<file path="config.mk">
export PLATFORM = sky130hd
export DESIGN_NAME = updi_frame_engine
export DESIGN_NICKNAME = d
export VERILOG_FILES = /design/src/rtl/updi_frame_engine.sv
export SDC_FILE = /design/constraint.sdc
export NUM_CORES = 1
export LEC_CHECK = 0
export ABC_AREA = 1
export CAP_MARGIN = 20
export CORE_MARGIN = 2
export CORE_UTILIZATION = 51
export DETAILED_ROUTE_END_ITERATION = 8
export PLACE_DENSITY = 0.84
export SLEW_MARGIN = 25
export SYNTH_ARGS = -nofsm -noshare
export SYNTH_HDL_FRONTEND = slang
export SYNTH_SLANG_ARGS = --single-unit
export TNS_END_PERCENT = 5
</file>
<file path="constraint.sdc">
create_clock -name clk_i -period 5.1 [get_ports clk_i]
set_input_delay 1.02 -clock clk_i [delete_from_list [all_inputs] [get_ports clk_i]]
set_output_delay 1.02 -clock clk_i [all_outputs]
set_load 0.01 [all_outputs]
</file>
<file path="src/rtl/updi_frame_engine.sv">
// UPDI frame engine: sends a latched byte frame through a UART TX FIFO,
// optionally checks each single-wire echo, waits for ACK bytes and resends the frame on ACK failure.
module updi_frame_engine #(
    parameter int MAX_DATA_SIZE   = 64,
    parameter int DATA_ADDR_BITS  = $clog2(MAX_DATA_SIZE),
    parameter int ACK_TIMEOUT     = 1024,
    parameter int MAX_RETRIES     = 3,
    parameter int ECHO_CHECK      = 1,
    localparam int RETRY_BITS     = (MAX_RETRIES > 0) ? $clog2(MAX_RETRIES + 1) : 1
) (
    input  logic                        clk_i,
    input  logic                        rst_ni,
    input  logic                        start_i,
    output logic                        ready_o,
    input  logic [8*MAX_DATA_SIZE-1:0]  data_i,
    input  logic [DATA_ADDR_BITS-1:0]   data_len_i,
    input  logic [MAX_DATA_SIZE-1:0]    wait_ack_after_i,
    output logic [7:0]                  uart_tx_fifo_data_o,
    output logic                        uart_tx_fifo_wr_en_o,
    input  logic                        uart_tx_fifo_full_i,
    input  logic [7:0]                  uart_rx_fifo_data_i,
    output logic                        uart_rx_fifo_rd_en_o,
    input  logic                        uart_rx_fifo_empty_i,
    output logic                        done_o,
    output logic                        ack_error_o,
    output logic                        timeout_error_o,
    output logic                        echo_error_o,
    output logic [RETRY_BITS-1:0]       retry_count_o
);

    localparam int                      TIMER_BITS  = $clog2(ACK_TIMEOUT + 1);
    localparam logic [TIMER_BITS-1:0]   TIMER_LAST  = TIMER_BITS'(ACK_TIMEOUT - 1);
    localparam logic [RETRY_BITS-1:0]   RETRY_LIMIT = RETRY_BITS'(MAX_RETRIES);
    localparam logic [7:0]              ACK_BYTE    = 8'h40;

    typedef enum logic [2:0] {
        S_IDLE     = 3'd0,
        S_SEND     = 3'd1,
        S_ECHO     = 3'd2,
        S_ACK_WAIT = 3'd3,
        S_RETRY    = 3'd4,
        S_FINISH   = 3'd5
    } state_t;

    state_t                      state_q, state_d;
    logic [8*MAX_DATA_SIZE-1:0]  data_q, data_d;
    logic [DATA_ADDR_BITS-1:0]   len_q, len_d;
    logic [MAX_DATA_SIZE-1:0]    wait_q, wait_d;
    logic [DATA_ADDR_BITS-1:0]   idx_q, idx_d;
    logic [TIMER_BITS-1:0]       timer_q, timer_d;
    logic [RETRY_BITS-1:0]       retry_q, retry_d;
    logic                        ack_err_q, ack_err_d;
    logic                        to_err_q, to_err_d;
    logic                        echo_err_q, echo_err_d;

    logic [7:0]                  cur_byte_s;
    logic                        last_byte_s;
    logic [DATA_ADDR_BITS-1:0]   idx_inc_s;
    logic [TIMER_BITS-1:0]       timer_inc_s;
    state_t                      after_byte_state_s;
    logic [DATA_ADDR_BITS-1:0]   after_byte_idx_s;

    assign cur_byte_s  = data_q[{idx_q, 3'b000} +: 8];
    assign idx_inc_s   = idx_q + DATA_ADDR_BITS'(1);
    assign last_byte_s = ({1'b0, idx_q} + (DATA_ADDR_BITS + 1)'(1)) == {1'b0, len_q};
    assign timer_inc_s = timer_q + TIMER_BITS'(1);

    // Where a byte goes once it is written (and echoed): ACK wait, frame end or next byte.
    always_comb begin
        after_byte_idx_s = idx_q;
        if (wait_q[idx_q]) begin
            after_byte_state_s = S_ACK_WAIT;
        end else if (last_byte_s) begin
            after_byte_state_s = S_FINISH;
        end else begin
            after_byte_state_s = S_SEND;
            after_byte_idx_s   = idx_inc_s;
        end
    end

    // Next-state, datapath updates and FIFO strobes.
    always_comb begin
        state_d    = state_q;
        data_d     = data_q;
        len_d      = len_q;
        wait_d     = wait_q;
        idx_d      = idx_q;
        timer_d    = '0;
        retry_d    = retry_q;
        ack_err_d  = ack_err_q;
        to_err_d   = to_err_q;
        echo_err_d = echo_err_q;
        ready_o              = 1'b0;
        done_o               = 1'b0;
        uart_tx_fifo_wr_en_o = 1'b0;
        uart_rx_fifo_rd_en_o = 1'b0;
        uart_tx_fifo_data_o  = cur_byte_s;
        case (state_q)
            S_IDLE: begin
                ready_o = 1'b1;
                if (start_i) begin
                    data_d     = data_i;
                    len_d      = data_len_i;
                    wait_d     = wait_ack_after_i;
                    idx_d      = '0;
                    retry_d    = '0;
                    ack_err_d  = 1'b0;
                    to_err_d   = 1'b0;
                    echo_err_d = 1'b0;
                    state_d    = S_SEND;
                end else begin
                    state_d = S_IDLE;
                end
            end
            S_SEND: begin
                // An empty frame finishes here without touching either FIFO.
                if (len_q == '0) begin
                    state_d = S_FINISH;
                end else if (!uart_tx_fifo_full_i) begin
                    uart_tx_fifo_wr_en_o = 1'b1;
                    if (ECHO_CHECK != 0) begin
                        state_d = S_ECHO;
                    end else begin
                        state_d = after_byte_state_s;
                        idx_d   = after_byte_idx_s;
                    end
                end else begin
                    state_d = S_SEND;
                end
            end
            S_ECHO: begin
                if (!uart_rx_fifo_empty_i) begin
                    uart_rx_fifo_rd_en_o = 1'b1;
                    if (uart_rx_fifo_data_i != cur_byte_s) begin
                        echo_err_d = 1'b1;
                        state_d    = S_FINISH;
                    end else begin
                        state_d = after_byte_state_s;
                        idx_d   = after_byte_idx_s;
                    end
                end else begin
                    state_d = S_ECHO;
                end
            end
            S_ACK_WAIT: begin
                if (!uart_rx_fifo_empty_i) begin
                    uart_rx_fifo_rd_en_o = 1'b1;
                    if (uart_rx_fifo_data_i != ACK_BYTE) begin
                        ack_err_d = 1'b1;
                        state_d   = S_RETRY;
                    end else if (last_byte_s) begin
                        state_d = S_FINISH;
                    end else begin
                        idx_d   = idx_inc_s;
                        state_d = S_SEND;
                    end
                end else begin
                    timer_d = timer_inc_s;
                    if (timer_inc_s == TIMER_LAST) begin
                        to_err_d = 1'b1;
                        state_d  = S_RETRY;
                    end else begin
                        state_d = S_ACK_WAIT;
                    end
                end
            end
            S_RETRY: begin
                if (retry_q < RETRY_LIMIT) begin
                    retry_d   = retry_q + RETRY_BITS'(1);
                    ack_err_d = 1'b0;
                    to_err_d  = 1'b0;
                    idx_d     = '0;
                    state_d   = S_SEND;
                end else begin
                    state_d = S_FINISH;
                end
            end
            S_FINISH: begin
                done_o  = 1'b1;
                state_d = S_IDLE;
            end
            default: begin
                state_d = S_IDLE;
            end
        endcase
    end

    // State and datapath registers.
    always_ff @(posedge clk_i or negedge rst_ni) begin
        if (!rst_ni) begin
            state_q    <= S_IDLE;
            data_q     <= '0;
            len_q      <= '0;
            wait_q     <= '0;
            idx_q      <= '0;
            timer_q    <= '0;
            retry_q    <= '0;
            ack_err_q  <= 1'b0;
            to_err_q   <= 1'b0;
            echo_err_q <= 1'b0;
        end else begin
            state_q    <= state_d;
            data_q     <= data_d;
            len_q      <= len_d;
            wait_q     <= wait_d;
            idx_q      <= idx_d;
            timer_q    <= timer_d;
            retry_q    <= retry_d;
            ack_err_q  <= ack_err_d;
            to_err_q   <= to_err_d;
            echo_err_q <= echo_err_d;
        end
    end

    assign ack_error_o     = ack_err_q;
    assign timeout_error_o = to_err_q;
    assign echo_error_o    = echo_err_q;
    assign retry_count_o   = retry_q;

endmodule

</file>
==> results of run 1 <==
==> power breakdown <==
part	switching (mW)	total (mW)	internal [mW]
registers	1.31	8.39	7.08
logic	5.73	8.55	2.83
clock network	2.04	4.88	2.84
==> per-stage QoR <==
step	std cells	total power, mW	hold WS, ns	worst slack [ns]
5_1_grt	5220	23.2	0.291	0.0238
6_report	5226	21.8	0.275	0.129
3_5_place_dp	5082	16.7	0.460	0.883
3_3_place_gp	5082	16.4	0.455	0.894
4_1_cts	5198	21.6	0.476	0.243
2_1_floorplan	3908	13.2	0.444	2.45
==> state kept, by name (all words and copies together) (netlist names) <==
name	cells
data_q	512
timer_q	11
ack_error_o	1
state_q	3
idx_q	6
retry_count_o	2
wait_q	64
timeout_error_o	1
echo_error_o	1
len_q	6
==> cells by family after synthesis <==
kind of cell	count (synthesis)	synth area share [%]
XOR/XNOR	14	0.426
AO/OA/AOI/OAI	452	7.98
adder cells (fa/ha/maj)	4	0.174
buffers and inverters	430	6.02
AND/OR/NAND/NOR	2401	32.6
flip-flops	607	52.8
==> layout make-up <==
type | instances | area [um2] | area share [%]
Clock inverter | 26 | 304 | 0.806
Clock buffer | 90 | 1870 | 4.97
Antenna cell | 27 | 67.6 | 0.179
Multi-Input combinational cell | 2871 | 11900 | 31.5
Inverter | 185 | 709 | 1.88
Sequential cell | 607 | 15200 | 40.3
Tap cell | 756 | 946 | 2.51
Timing Repair Buffer | 664 | 6730 | 17.8
==> layout by cell type (no fill, tap or decap), types with 2 or more instances in the layout <==
cell and count:
clkinv_8 2, clkdlybuf4s50_1 610, o22ai_1 12, inv_6 5, nor3_1 3, buf_4 37, xnor2_1 4, o21a_1 2
inv_1 177, clkbuf_1 12, o211ai_1 2, nor4_1 4, xor2_1 10, diode_2 27, o21ai_0 315, nand4_1 3
nor2_1 92, nand2_2 3, a21oi_1 115, o21ai_1 2, dfrtp_1 604, bufinv_16 5, nand3_1 271, clkbuf_16 67
ha_1 4, clkinvlp_4 3, inv_2 3, dfrtp_4 2, buf_12 15, nand2_1 2020, clkbuf_8 11, clkinv_2 13
==> cells in the mapped netlist, drive strengths merged, types with 3 or more instances <==
master  number
xor2        10
buf         82
a21oi      115
dfrtp      607
ha           4
nand4        3
o21ai      317
inv        183
nand2     2024
xnor2        4
clkbuf     163
nor3         3
nor2        93
o22ai       12
nand3      272
nor4         4
==> how the worst max path moves through the flow <==
stage	to	cells past startpoint	startpoint
3_3_place_gp	uart_tx_fifo_data_o[0]	11	idx_q[1]
2_1_floorplan	uart_tx_fifo_wr_en_o	2	uart_tx_fifo_full_i
4_1_cts	uart_tx_fifo_data_o[0]	11	idx_q[1]
6_report	uart_tx_fifo_data_o[0]	11	idx_q[1]
3_5_place_dp	uart_tx_fifo_data_o[0]	11	idx_q[1]
5_1_grt	uart_tx_fifo_data_o[0]	11	idx_q[0]
==> worst max-delay path, stage by stage (launching register included) <==
cell and delay [ns]:
dfrtp_4 0.73, clkinv_2 0.56, buf_4 0.41, a21oi_1 0.15, o21ai_0 0.10, nand3_1 0.10
nand2_1 0.07, nand3_1 0.16, nand3_1 0.16, nand2_1 0.27, inv_1 0.11, clkdlybuf4s50_1 0.49
==> metal layers <==
layer / track usage, % / vias up / share of wire [%]
met5: 0 / - / 0.14
met4: 22.7 / 24 / 6.5
met3: 10.2 / 344 / 11
met2: 52.6 / 1707 / 42
met1: 51.1 / 13425 / 40
li1: - / 13206 / -
==> run_results.csv, run 1 <==
group,metric,value,unit
status,status,"completed",
synth,syn_nets,4507,
cts,clockBufferDepth,3,
min_path,hold_class,"in2async",
synth,yosysSeqAreaShare,52.8,%
synth,synth_top_area_share,52.8,%
sta,tightest_slew,1.06,ns
sta,final_hold_viol_count,0,
synth,synthesis.area,28800,um2
cts,post-cts-setup-buffers,0,
floorplan,core-area,56100,um2
cts,h-tree-depth,3,
sta,finalSetupViolations,0,
cts,clock-sinks,607,
cts,cts_root_buf,"clkbuf_16",
layout,fill_cells,4606,
worst_setup_path,r2r-start,"idx_q[1]",
sta,maxSlewViolCount,0,
global_route,grt_pass1_vias,27462,
synth,ys_types,33,
cts,path_clk_slew,0.06,ns
worst_setup_path,required,4.08,ns
cts,cts_hold_buf,0,
sta,tns,0,ns
worst_setup_path,cp-start-kind,"register",
global_route,track_usage,37.2,%
sta,min_period,4.97,ns
cts,cts-resized-gates,0,
routing,ant_nets,0,
layout,utilization,67.3,%
routing,wirelength,110000,um
global_route,grt_pass1_wl,165000,um
layout,postLayoutCellArea,37700,um2
routing,vias_per_cell,5.49,
global_route,grt_max_degree,215,
layout,final_nets,4994,
floorplan,initial_core_util,51.4,%
worst_setup_path,end_kind,"primary output",
placement,place_hpwl,79000,um
floorplan,io-pin-count,612,
sta,rsz0062_at_grt,"no",
placement,place_area,35400,um2
worst_setup_path,rrSetupSlack,1.25,ns
routing,routedWlPerCell,21.0,um
global_route,antenna_found_initial,38,
worst_setup_path,cp_max_fo,31,
global_route,grt_remaining_overflow,0,
synth,synthArstFlopShare,100,%
routing,drt_iter0_drc,3589,
power,irDropWorstVdd,592,uV
cts,cts_buffers,66,
sta,clock_skew,0.0339,ns
routing,dr.pass1.iters,6,
synth,syn_area_per_cell,7.37,um2
cts,insertion_delay,0.62,ns
placement,gp_congestion,0.991,
routing,drc,0,
synth,yosysWarnings,0,
worst_setup_path,cp.arrival,3.95,ns
power,leakage,18.5,nW
synth,synthCells,3908,
run,drv_cap,0,
worst_setup_path,crit_type,"reg2out",
layout,drive_gt1_share,3.94,%
floorplan,die_x,242,um
synth,ys_top_cells_by_area,"dfrtp_1, nand2_1, o21ai_0",
sta,period_share,97.5,%
sta,relSlewSlack,29.1,%
synth,yosysTopAreaCell,"dfrtp_1",
floorplan,fp.dieH,242,um
synth,synth_seq_cells,607,
worst_setup_path,r2r_end,"idx_q[1]",
routing,num_vias,28706,
floorplan,dieArea,58400,um2
worst_setup_path,r2r_cells,16,
floorplan,core.rowCount,87,
layout,area_growth,31.0,%
power,power_density,579,nW/um2
synth,synth-edff-count,0,
placement,portBuffers,611,
cts,cts_tree,"built",
synth,synthFlopType,"dfrtp_1",
sta,maxClockFrequency,201,MHz
No activity file was read; power rests on OpenSTA's default activity.
==> run 2: changes to the inputs <==
CORE_MARGIN = unset   (was 2)
==> run_results.csv, run 2 (synthesis results as in run 1) <==
group,metric,value,unit
power,power_density,587,nW/um2
layout,postLayoutCellArea,37800,um2
worst_setup_path,cp.arrival,3.85,ns
power,irDropWorstVdd,336,uV
run,drv_cap,0,
cts,cts_buffers,67,
routing,num_vias,28767,
power,finalPower,22.2,mW
worst_setup_path,critPathSlowestCell,"inv_2",
layout,top_regs,"data_q x512, wait_q x64, timer_q x11",
placement,place_area,35400,um2
routing,top_layer,"met5",
sta,relSlewSlack,35.1,%
min_path,hold_class,"reg2reg",
placement,portBuffers,611,
layout,final_nets,4988,
cts,cts_root_buf,"clkbuf_16",
layout,regMostFlops,"data_q",
cts,post-cts-setup-buffers,0,
cts,insertion_delay,0.61,ns
sta,maxClockFrequency,206,MHz
worst_setup_path,worst-path-buf-inv,4,
cts,clockBufferDepth,3,
sta,final_hold_viol_count,0,
sta,setup_ws,0.234,ns
layout,drive_gt1_share,3.80,%
floorplan,core.rowCount,86,
routing,routedWlPerCell,21.0,um
sta,min_period,4.87,ns
cts,clock-sinks,607,
routing,wl_met1,42200,um
routing,wirelength,109000,um
routing,wl_met2,47700,um
worst_setup_path,cp_max_fo,41,
layout,fill_cells,4394,
cts,cts-resized-gates,0,
routing,dr.pass1.iters,6,
layout,area_growth,31.3,%
placement,dpl_worst_slack,0.935,ns
worst_setup_path,cp-start-kind,"register",
sta,finalSetupViolations,0,
layout,final_common_cell,"nand2_1",
power,leakage,18.5,nW
routing,vias_per_cell,5.52,
cts,cts_hold_buf,0,
layout,layoutNonFillerInstCount,5208,
worst_setup_path,crit_type,"reg2out",
floorplan,initial_core_util,52.0,%
floorplan,io-pin-count,612,
layout,largest_register_ffs,512,
floorplan,core-area,55400,um2
cts,cts_tree,"built",
floorplan,dieArea,57400,um2
layout,final_cell_mix,"nand2_1, clkdlybuf4s50_1, dfrtp_1, o21ai_0, nand3_1",
worst_setup_path,crit_chain,"nand2_2, buf_4, inv_2, nand2_1, nand3_1, nand3_1, nand3_1, nand2_1, inv_1, clkdlybuf4s50_1",
status,status,"completed",
floorplan,die_x,240,um
worst_setup_path,crit_path_max_incr_delay,0.66,ns
global_route,grt_remaining_overflow,0,
global_route,grt_pass1_vias,27034,
global_route,track_usage,37.9,%
global_route,grt_pass1_wl,162000,um
worst_setup_path,end_kind,"primary output",
worst_setup_path,required,4.08,ns
placement,place_hpwl,78100,um
sta,period_share,95.4,%
cts,h-tree-depth,3,
placement,place_inst,5068,
floorplan,fp.dieH,240,um
sta,rsz0062_at_grt,"no",
routing,drc,0,
placement,gp_congestion,0.980,
worst_setup_path,cp_common_cell,"nand3_1",
sta,maxSlewViolCount,0,
worst_setup_path,rrSetupSlack,1.48,ns
global_route,grt_max_degree,182,
sta,tns,0,ns
worst_setup_path,crit_family,"buffers and inverters",
sta,tightest_slew,0.973,ns
routing,drt_iter0_drc,3736,
routing,wl_met3,12900,um
routing,ant_nets,0,
sta,clock_skew,0.0193,ns
cts,path_clk_slew,0.06,ns
global_route,antenna_found_initial,27,
-- run 2: cell types whose count changed in the layout (fill, tap and decap cells not counted), sizes merged --
cell      delta
inv          +1
diode       -10
bufinv       +3
clkbuf      +15
clkinvlp     -3
clkinv       -9
buf          -7
-- run 2: area by class of cell --
| class | count | area (um2) | area share (%) |
|---|---|---|---|
| well taps | 748 | 936 | 2.48 |
| flip-flops and latches | 607 | 15200 | 40.2 |
| repair buffers | 657 | 6650 | 17.6 |
| clock inverters | 18 | 330 | 0.874 |
| inverters | 185 | 708 | 1.87 |
| diodes | 17 | 42.5 | 0.113 |
| multi-input cells | 2871 | 11900 | 31.4 |
| clock buffers | 105 | 2040 | 5.40 |
-- run 2: tightest hold or removal path: cells and delay by family (launching register included) --
family | cells | cell delay (ns)
DFF | 1 | 0.34
and+or+nand+nor | 2 | 0.11
-- run 2: final timing paths --
kind / startpoint / end / cells past startpoint
min reg2reg: data_q[69] / data_q[69] / 2
max reg2reg: idx_q[1] / idx_q[0] / 17
max: idx_q[1] / uart_tx_fifo_data_o[5] / 10
min: data_q[69] / data_q[69] / 2
min in group asynchronous: rst_ni / data_q[210] / 1
max in group asynchronous: rst_ni / data_q[172] / 2
-- run 2: through the flow --
stage          hold WS (ns)  util [%]
2_1_floorplan         0.444         -
3_3_place_gp          0.456      63.8
3_5_place_dp          0.460      63.8
4_1_cts               0.476      68.1
5_1_grt               0.483      68.2
6_report              0.477      68.2
-- run 2: routing by layer --
metal	vias to the layer above	global-route usage (%)
li1	13175	-
met1	13526	50.2
met2	1724	55.3
met3	320	11.3
met4	22	21.1
met5	-	0
-- run 2: report_power, final --
group	leakage [nW]	internal, mW	switching (mW)
combinational	9.81	2.82	5.74
clock	1.16	3.17	2.03
sequential	7.55	7.08	1.34
total	18.5	13.1	9.12
